<file path="config.mk">
export PLATFORM = sky130hd
export DESIGN_NAME = mem_bus_arbiter
export DESIGN_NICKNAME = d
export VERILOG_FILES = /design/src/rtl/mem_bus_arbiter_pkg.sv /design/src/rtl/mem_bus_arbiter_rr_pick.sv /design/src/rtl/mem_bus_arbiter.sv
export SDC_FILE = /design/constraint.sdc
export NUM_CORES = 1
export LEC_CHECK = 0
export BUFFER_PORTS_ARGS = -buffer_cell sky130_fd_sc_hd__buf_2
export CAP_MARGIN = 30
export CORE_AREA = 2 2 443 445
export CTS_CLUSTER_SIZE = 25
export DETAILED_ROUTE_END_ITERATION = 12
export DIE_AREA = 0 0 445 447
export MAX_ROUTING_LAYER = met4
export PLACE_DENSITY = 0.3
export REMOVE_ABC_BUFFERS = 1
export SYNTH_ARGS = -nofsm -noshare
export SYNTH_HDL_FRONTEND = slang
export SYNTH_HIERARCHICAL = 1
export SYNTH_SLANG_ARGS = --single-unit
</file>
<file path="constraint.sdc">
create_clock -name clk_i -period 6.3 [get_ports clk_i]
set_clock_uncertainty 0.2 [all_clocks]
set_input_delay 1.89 -clock clk_i [delete_from_list [all_inputs] [get_ports clk_i]]
set_output_delay 1.89 -clock clk_i [all_outputs]
set_load 0.01 [all_outputs]
</file>
<file path="src/rtl/mem_bus_arbiter_pkg.sv">
// Shared types and default sizing for the memory bus arbiter.
package mem_bus_arbiter_pkg;

  typedef enum logic {
    ST_IDLE  = 1'b0,
    ST_OWNED = 1'b1
  } arb_state_e;

  localparam int DEF_CORE_CNT = 16;
  localparam int DEF_ADDR_WID = 32;
  localparam int DEF_DATA_WID = 32;
  localparam int DEF_MAX_HOLD = 8;

endpackage

</file>
<file path="src/rtl/mem_bus_arbiter_rr_pick.sv">
// Rotating priority picker: first set request at or after start_i, with wrap.
module rr_pick #(
  parameter int N  = 16,
  parameter int IW = $clog2(N)
) (
  input  logic [N-1:0]  req_i,
  input  logic [IW-1:0] start_i,
  output logic [N-1:0]  pick_o,
  output logic [IW-1:0] idx_o,
  output logic          found_o
);
  localparam int IW1 = IW + 1;

  logic [N-1:0]   rot;
  logic [IW-1:0]  off;
  logic [IW1-1:0] sum;

  // Rotate so start_i lands at bit 0, take the lowest set bit, rotate the index back.
  always_comb begin
    rot     = N'({req_i, req_i} >> start_i);
    found_o = |rot;
    off     = '0;
    for (int k = N - 1; k >= 0; k--) begin
      if (rot[k]) off = IW'(k);
    end
    sum = {1'b0, start_i} + {1'b0, off};
    if (sum >= IW1'(N)) sum = sum - IW1'(N);
    idx_o  = sum[IW-1:0];
    pick_o = found_o ? (N'(1) << idx_o) : '0;
  end

endmodule

</file>
<file path="src/rtl/mem_bus_arbiter.sv">
// Round-robin owner of the shared memory bus with a bounded hold per grant
// and a registered beat stage toward the memory controller.
module mem_bus_arbiter
  import mem_bus_arbiter_pkg::*;
#(
  parameter int CORE_CNT = DEF_CORE_CNT,
  parameter int ADDR_WID = DEF_ADDR_WID,
  parameter int DATA_WID = DEF_DATA_WID,
  parameter int MAX_HOLD = DEF_MAX_HOLD,
  parameter int IDX_WID  = $clog2(CORE_CNT)
) (
  input  logic                         clk_i,
  input  logic                         rst_ni,
  input  logic [CORE_CNT-1:0]          req_i,
  input  logic [CORE_CNT-1:0]          req_we_i,
  input  logic [CORE_CNT*ADDR_WID-1:0] req_addr_i,
  input  logic [CORE_CNT*DATA_WID-1:0] req_data_i,
  output logic [CORE_CNT-1:0]          gnt_o,
  output logic                         mem_valid_o,
  output logic                         mem_we_o,
  output logic [ADDR_WID-1:0]          mem_addr_o,
  output logic [DATA_WID-1:0]          mem_data_o,
  output logic [IDX_WID-1:0]           owner_o,
  output logic                         busy_o
);
  localparam int HW  = $clog2(MAX_HOLD + 1);
  localparam int IW1 = IDX_WID + 1;

  arb_state_e            state_q;
  logic [CORE_CNT-1:0]   gnt_q;
  logic [IDX_WID-1:0]    owner_q, rr_ptr_q, rr_ptr_d;
  logic [HW-1:0]         hold_q;
  logic                  mem_valid_q, mem_we_q;
  logic [ADDR_WID-1:0]   mem_addr_q, sel_addr;
  logic [DATA_WID-1:0]   mem_data_q, sel_data;

  logic [IW1-1:0]        own_inc;
  logic                  own_req, accept, beat_we, hold_last, release_own;
  logic [IDX_WID-1:0]    pick_start, pick_idx;
  logic [CORE_CNT-1:0]   pick_oh;
  logic                  pick_found;

  // Release bookkeeping: next rotation start and whether the owner gives up the bus.
  always_comb begin
    own_inc = {1'b0, owner_q} + IW1'(1);
    if (own_inc == IW1'(CORE_CNT)) own_inc = '0;
    rr_ptr_d    = own_inc[IDX_WID-1:0];
    own_req     = req_i[owner_q];
    accept      = |(gnt_q & req_i);
    beat_we     = |(gnt_q & req_i & req_we_i);
    hold_last   = (hold_q == HW'(MAX_HOLD - 1));
    release_own = (state_q == ST_OWNED) && (!own_req || (accept && hold_last));
    pick_start  = (state_q == ST_IDLE) ? rr_ptr_q : rr_ptr_d;
  end

  // One-hot grant steers the beat mux, so no decode of owner_q is needed.
  always_comb begin
    sel_addr = '0;
    sel_data = '0;
    for (int i = 0; i < CORE_CNT; i++) begin
      if (gnt_q[i]) begin
        sel_addr = req_addr_i[i*ADDR_WID +: ADDR_WID];
        sel_data = req_data_i[i*DATA_WID +: DATA_WID];
      end
    end
  end

  rr_pick #(.N(CORE_CNT), .IW(IDX_WID)) u_pick (
    .req_i   (req_i),
    .start_i (pick_start),
    .pick_o  (pick_oh),
    .idx_o   (pick_idx),
    .found_o (pick_found)
  );

  // Grant FSM: idle grants from rr_ptr, release hands over in the same edge.
  always_ff @(posedge clk_i or negedge rst_ni) begin
    if (!rst_ni) begin
      state_q  <= ST_IDLE;
      gnt_q    <= '0;
      owner_q  <= '0;
      hold_q   <= '0;
      rr_ptr_q <= '0;
    end else begin
      case (state_q)
        ST_IDLE: begin
          if (pick_found) begin
            state_q <= ST_OWNED;
            gnt_q   <= pick_oh;
            owner_q <= pick_idx;
            hold_q  <= '0;
          end
        end
        ST_OWNED: begin
          if (release_own) begin
            rr_ptr_q <= rr_ptr_d;
            hold_q   <= '0;
            if (pick_found) begin
              gnt_q   <= pick_oh;
              owner_q <= pick_idx;
            end else begin
              state_q <= ST_IDLE;
              gnt_q   <= '0;
            end
          end else if (accept) begin
            hold_q <= hold_q + HW'(1);
          end
        end
        default: state_q <= ST_IDLE;
      endcase
    end
  end

  // Registered beat stage; address/data keep their last value between beats.
  always_ff @(posedge clk_i or negedge rst_ni) begin
    if (!rst_ni) begin
      mem_valid_q <= 1'b0;
      mem_we_q    <= 1'b0;
      mem_addr_q  <= '0;
      mem_data_q  <= '0;
    end else begin
      mem_valid_q <= accept;
      mem_we_q    <= beat_we;
      if (accept) begin
        mem_addr_q <= sel_addr;
        mem_data_q <= sel_data;
      end
    end
  end

  assign gnt_o       = gnt_q;
  assign busy_o      = |gnt_q;
  assign owner_o     = owner_q;
  assign mem_valid_o = mem_valid_q;
  assign mem_we_o    = mem_we_q;
  assign mem_addr_o  = mem_addr_q;
  assign mem_data_o  = mem_data_q;

endmodule

</file>
==> impl_metrics.csv, run 1 <==
group,metric,value,unit
run_status,outcome,"did not finish",
run_status,haltStage,"5_2_route",
run_status,error,"[ERROR DRT-0255] Maze Route cannot find path of net req_data_i[165] in worker of routeBox ( 434700 0 ) ( 445000 48300 ).",
synthesis,async_reset_ff_share,100,%
global_routing,antenna_found_initial,113,
synthesis,avgSynthCellArea,7.51,um^2
place,place_area,0.0220,mm^2
synthesis,yosysWarningCount,6,
global_routing,grt_pass1_vias,21400,
place,dp_hpwl,145000,um
synthesis,ys.flop_type,"dfrtp_1",
clock_tree,cts-resized-gates,0,
synthesis,synth.cell_area,0.0131,mm^2
global_routing,grt_overflow_total,0,
global_routing,grt_pass1_wl,217000,um
floorplanning,io_pins,1145,
clock_tree,cts_root_buffer,"clkbuf_16",
place,numPortBuffers,1144,
clock_tree,cts.sinks,95,
floorplanning,start_util,6.74,%
clock_tree,clockBufferDepth,2,
synthesis,synth.distinct_cells,72,
synthesis,synth-seq-cells,95,
place,place_congestion,0.933,
floorplanning,fp.dieW,445,um
global_routing,grtUsageTotal,17.0,%
synthesis,syn_inst,1743,
synthesis,yosysSeqAreaShare,18.2,%
floorplanning,row_count,162,
clock_tree,cts_buffers,9,
clock_tree,hold_buffers,0,
clock_tree,cts_htree_levels,3,
clock_tree,post_cts_buffers,0,
synthesis,synth_edf_count,0,
floorplanning,dieHeight,447,um
global_routing,grt_start_max_net_pins,89,
place,place_inst,5304,
cells by family after synthesis:
kind of cell | after synthesis | synth area share, %
compound gates | 915 | 52.0
fa+ha+maj | 6 | 0.631
simple gates | 439 | 15.9
buf+inv | 236 | 7.08
mux | 46 | 5.75
xor+xnor | 6 | 0.402
flops | 95 | 18.2
layer usage:
layer and global-route usage [%]:
met1 19.9, met2 28.9, met3 4.40, met4 3.85, met5 -
synthesized netlist by cell type, drive strengths merged (5+ instances only):
master,instances,area [um^2]
a211o,16,140
a211oi,13,110
a21oi,152,761
a221o,57,571
a221oi,142,1250
a222oi,43,430
a22o,20,175
a22oi,37,278
a31oi,53,332
and3,18,113
buf,24,130
clkbuf,189,709
dfrtp,95,2380
ha,5,62.6
inv,22,82.6
mux2,13,146
mux2i,12,133
mux4,21,473
nand2,138,518
nand2b,5,31.3
nand3,43,215
nand4,11,68.8
nor2,111,417
nor2b,73,457
nor3,14,80.1
o2111ai,5,50.0
o211ai,57,442
o21ai,69,349
o221ai,84,736
o22ai,93,582
o31ai,54,405
or2,7,43.8
through the flow:
step	setup WS [ps]	hold slack [ps]
5_1_grt	508	335
4_1_cts	828	318
3_5_place_dp	367	291
3_3_place_gp	298	286
2_1_floorplan	621	268
==> run 2, diff against run 1 <==
- CTS_CLUSTER_SIZE: 25 -> default
- MAX_ROUTING_LAYER: met4 -> default
- PLACE_DENSITY: 0.3 -> default
- PLACE_DENSITY_LB_ADDON: default -> 0.15
==> impl_metrics.csv, run 2 <==
group,metric,value,unit
place,place_congestion,0.860,
clock_tree,path_clk_slew,90,ps
sta,hold_viol,0,
power_and_ir_drop,pwr-share-clk,7.8,%
clock_tree,clk_latency,460,ps
synthesis,synth_edf_count,0,
detailed_routing,route.antenna.remaining_nets,0,
synthesis,synth_top_family_by_area,"compound AO/OA/AOI/OAI gates",
critical_path,worstPathArrival,5850,ps
sta,rsz0062_at_grt,"no",
global_routing,grt_overflow_total,0,
detailed_routing,drc,0,
synthesis,synth.cell_area,0.0131,mm^2
synthesis,syn_inst,1743,
sta,period_minus_slack,5720,ps
global_routing,grtUsageTotal,17.6,%
power_and_ir_drop,powerDensity,400,mW/mm^2
place,numPortBuffers,1144,
clock_tree,tritoncts,"built",
detailed_routing,viasPerCell,4.08,
clock_tree,clockBufferDepth,2,
global_routing,antenna_found_initial,119,
final_layout,syn_to_final_growth,71.6,%
floorplanning,die_area,0.199,mm^2
clock_tree,cts_htree_levels,3,
sta,worst_slew_pin_slew,966,ps
sta,setup_viol,0,
synthesis,synth-xor-area-share,0.402,%
synthesis,yosysSeqAreaShare,18.2,%
final_layout,final_cell_mix,"1145 x buf_2, 152 x a21oi_1, 141 x a221oi_1",
critical_path,slowest_delay,640,ps
sta,drv_slew,0,
sta,slew_headroom,35.6,%
power_and_ir_drop,swShare,58.1,%
synthesis,yosysWarningCount,6,
detailed_routing,firstDrtPassIters,8,
synthesis,synth.distinct_cells,72,
synthesis,yosysMostFrequentCell,"clkbuf_1",
critical_path,cp_slowest_cell,"mux4_2",
synthesis,avgSynthCellArea,7.51,um^2
synthesis,synthTopCellsByCount,"189 x clkbuf_1, 152 x a21oi_1, 141 x a221oi_1",
clock_tree,cts_root_buffer,"clkbuf_16",
global_routing,grt_pass1_wl,230000,um
synthesis,synthSimpleGateAreaFrac,15.9,%
synthesis,synth_compound_area_share,52.0,%
clock_tree,post_cts_buffers,0,
detailed_routing,via_count,21900,
power_and_ir_drop,power.internal,0.00376,W
synthesis,async_reset_ff_share,100,%
sta,fmaxAchievable,175,MHz
global_routing,grt_start_max_net_pins,78,
clock_tree,hold_buffers,0,
floorplanning,fp.dieW,445,um
final_layout,drive_gt1_share,47.8,%
floorplanning,row_count,162,
synthesis,yosysTopAreaCellShare,18.2,%
final_layout,final_nets,3840,
floorplanning,dieHeight,447,um
power_and_ir_drop,vdd_drop_max,0.236,mV
critical_path,crit_family,"multiplexers",
floorplanning,core,0.194,mm^2
clock_tree,cts-resized-gates,0,
clock_tree,cts_buffers,9,
floorplanning,io_pins,1145,
critical_path,path_cells,"ha_1, mux2_2, mux4_2, mux2i_1, and3_1, nor2_1, a311o_1, o21ai_0, ha_1, inv_1, fa_1, xor2_1, inv_1, nand3_1, a211oi_1, a22o_1",
critical_path,critPathBufInv,2,
critical_path,cp-start-kind,"flip-flop",
sta,fin_crit_sh,90.8,%
power_and_ir_drop,p_switching,0.00522,W
flow_run,max_cap_violations,0,
synthesis,synthTopCellsByArea,"dfrtp_1 18%, a221oi_1 9.4%, a21oi_1 5.8%",
final_layout,final_common_cell,"buf_2",
synthesis,synth_top_area_cell,"dfrtp_1",
detailed_routing,drt_wl_total,184000,um
place,dp_hpwl,151000,um
critical_path,cp-end-kind,"flip-flop",
sta,tns,0,ps
power_and_ir_drop,power_frac_seq,13.5,%
critical_path,cp_max_fo,20,
run_status,outcome,"finished clean",
detailed_routing,drt_iter0_drc,1980,
floorplanning,start_util,6.74,%
power_and_ir_drop,power.total,0.00899,W
critical_path,cp.required,6440,ps
clock_tree,cts.sinks,95,
synthesis,synth-seq-cells,95,
critical_path,path_class,"flip-flop to flip-flop",
synthesis,synth_fa_ha_area_share,0.631,%
detailed_routing,routedWlPerCell,34.2,um
worst_hold_path,worstHoldPathType,"flip-flop to flip-flop",
synthesis,ys.flop_type,"dfrtp_1",
power_and_ir_drop,pwr-share-comb,78.7,%
power_and_ir_drop,total_leakage_power,9.23,nW
global_routing,grt_pass1_vias,21800,
synthesis,synthMuxAreaShare,5.75,%
run 2: cell counts after synthesis:
Identical to the previous run, type by type.
run 2: power by group through the flow:
stage | clock, W | sequential, W | combinational [W]
finish | 0.000705 | 0.00121 | 0.00707
global route | 0.000779 | 0.00126 | 0.00771
CTS | 0.000783 | 0.00122 | 0.00725
detailed placement | 0 | 0.00123 | 0.00722
global placement | 0 | 0.00123 | 0.00727
floorplan | 0 | 0.00129 | 0.00369
run 2: path summary, 6_finish.rpt:
check,start,end,slack (ps),depth (start not counted)
worst max register to register,owner_o[0],gnt_o[5],580,16
worst min register to register,rr_ptr_q[1],rr_ptr_q[1],310,1
min in group asynchronous,rst_ni,gnt_o[10],1150,1
worst max-delay path,owner_o[0],gnt_o[5],580,16
worst min-delay path,rr_ptr_q[1],rr_ptr_q[1],310,1
max in group asynchronous,rst_ni,mem_addr_o[1],3690,2
run 2: layout make-up:
class                           instances  area [um^2]
Clock buffer                            9          225
Antenna cell                           39         97.6
Inverter                               23         96.3
Clock inverter                          7         71.3
Timing Repair Buffer                 1235         6500
Tap cell                             2542         3180
Sequential cell                        95         2410
Multi-Input combinational cell       1412         9870
Fill cell                           22900       172000
run 2: kinds of logic (layout without fill, tap and decap cells):
kind of cell / after synthesis / after routing
muxes: 46 / 46
xor gates and xnor gates: 6 / 6
other: 0 / 39
buffers and inverters: 236 / 1274
DFF: 95 / 95
and+or+nand+nor: 439 / 439
adders and majority gates: 6 / 6
AOI/OAI and AO/OA: 915 / 915
run 2: per-stage QoR:
stage / area (um^2) / setup WS (ps) / instances / hold WS, ps / util (%)
2_1_floorplan: 12200 / 621 / 1530 / 268 / -
3_3_place_gp: 22000 / 127 / 5304 / 293 / 11.3
3_5_place_dp: 22100 / 189 / 5307 / 290 / 11.4
4_1_cts: 22400 / 577 / 5323 / 316 / 11.5
5_1_grt: 22400 / 181 / 5348 / 350 / 11.5
6_report: 22400 / 583 / 5362 / 314 / 11.6
run 2: metal layers:
layer  global-route usage (%)  share of wire (%)  vias up
met4                     4.23                2.2       54
met3                     3.54                6.4      209
met2                     31.3                 51     1153
li1                         -                  -     9367
met5                        0               0.17        -
met1                     21.4                 41    11100
Note: power is estimated with default switching activity, not from simulation.
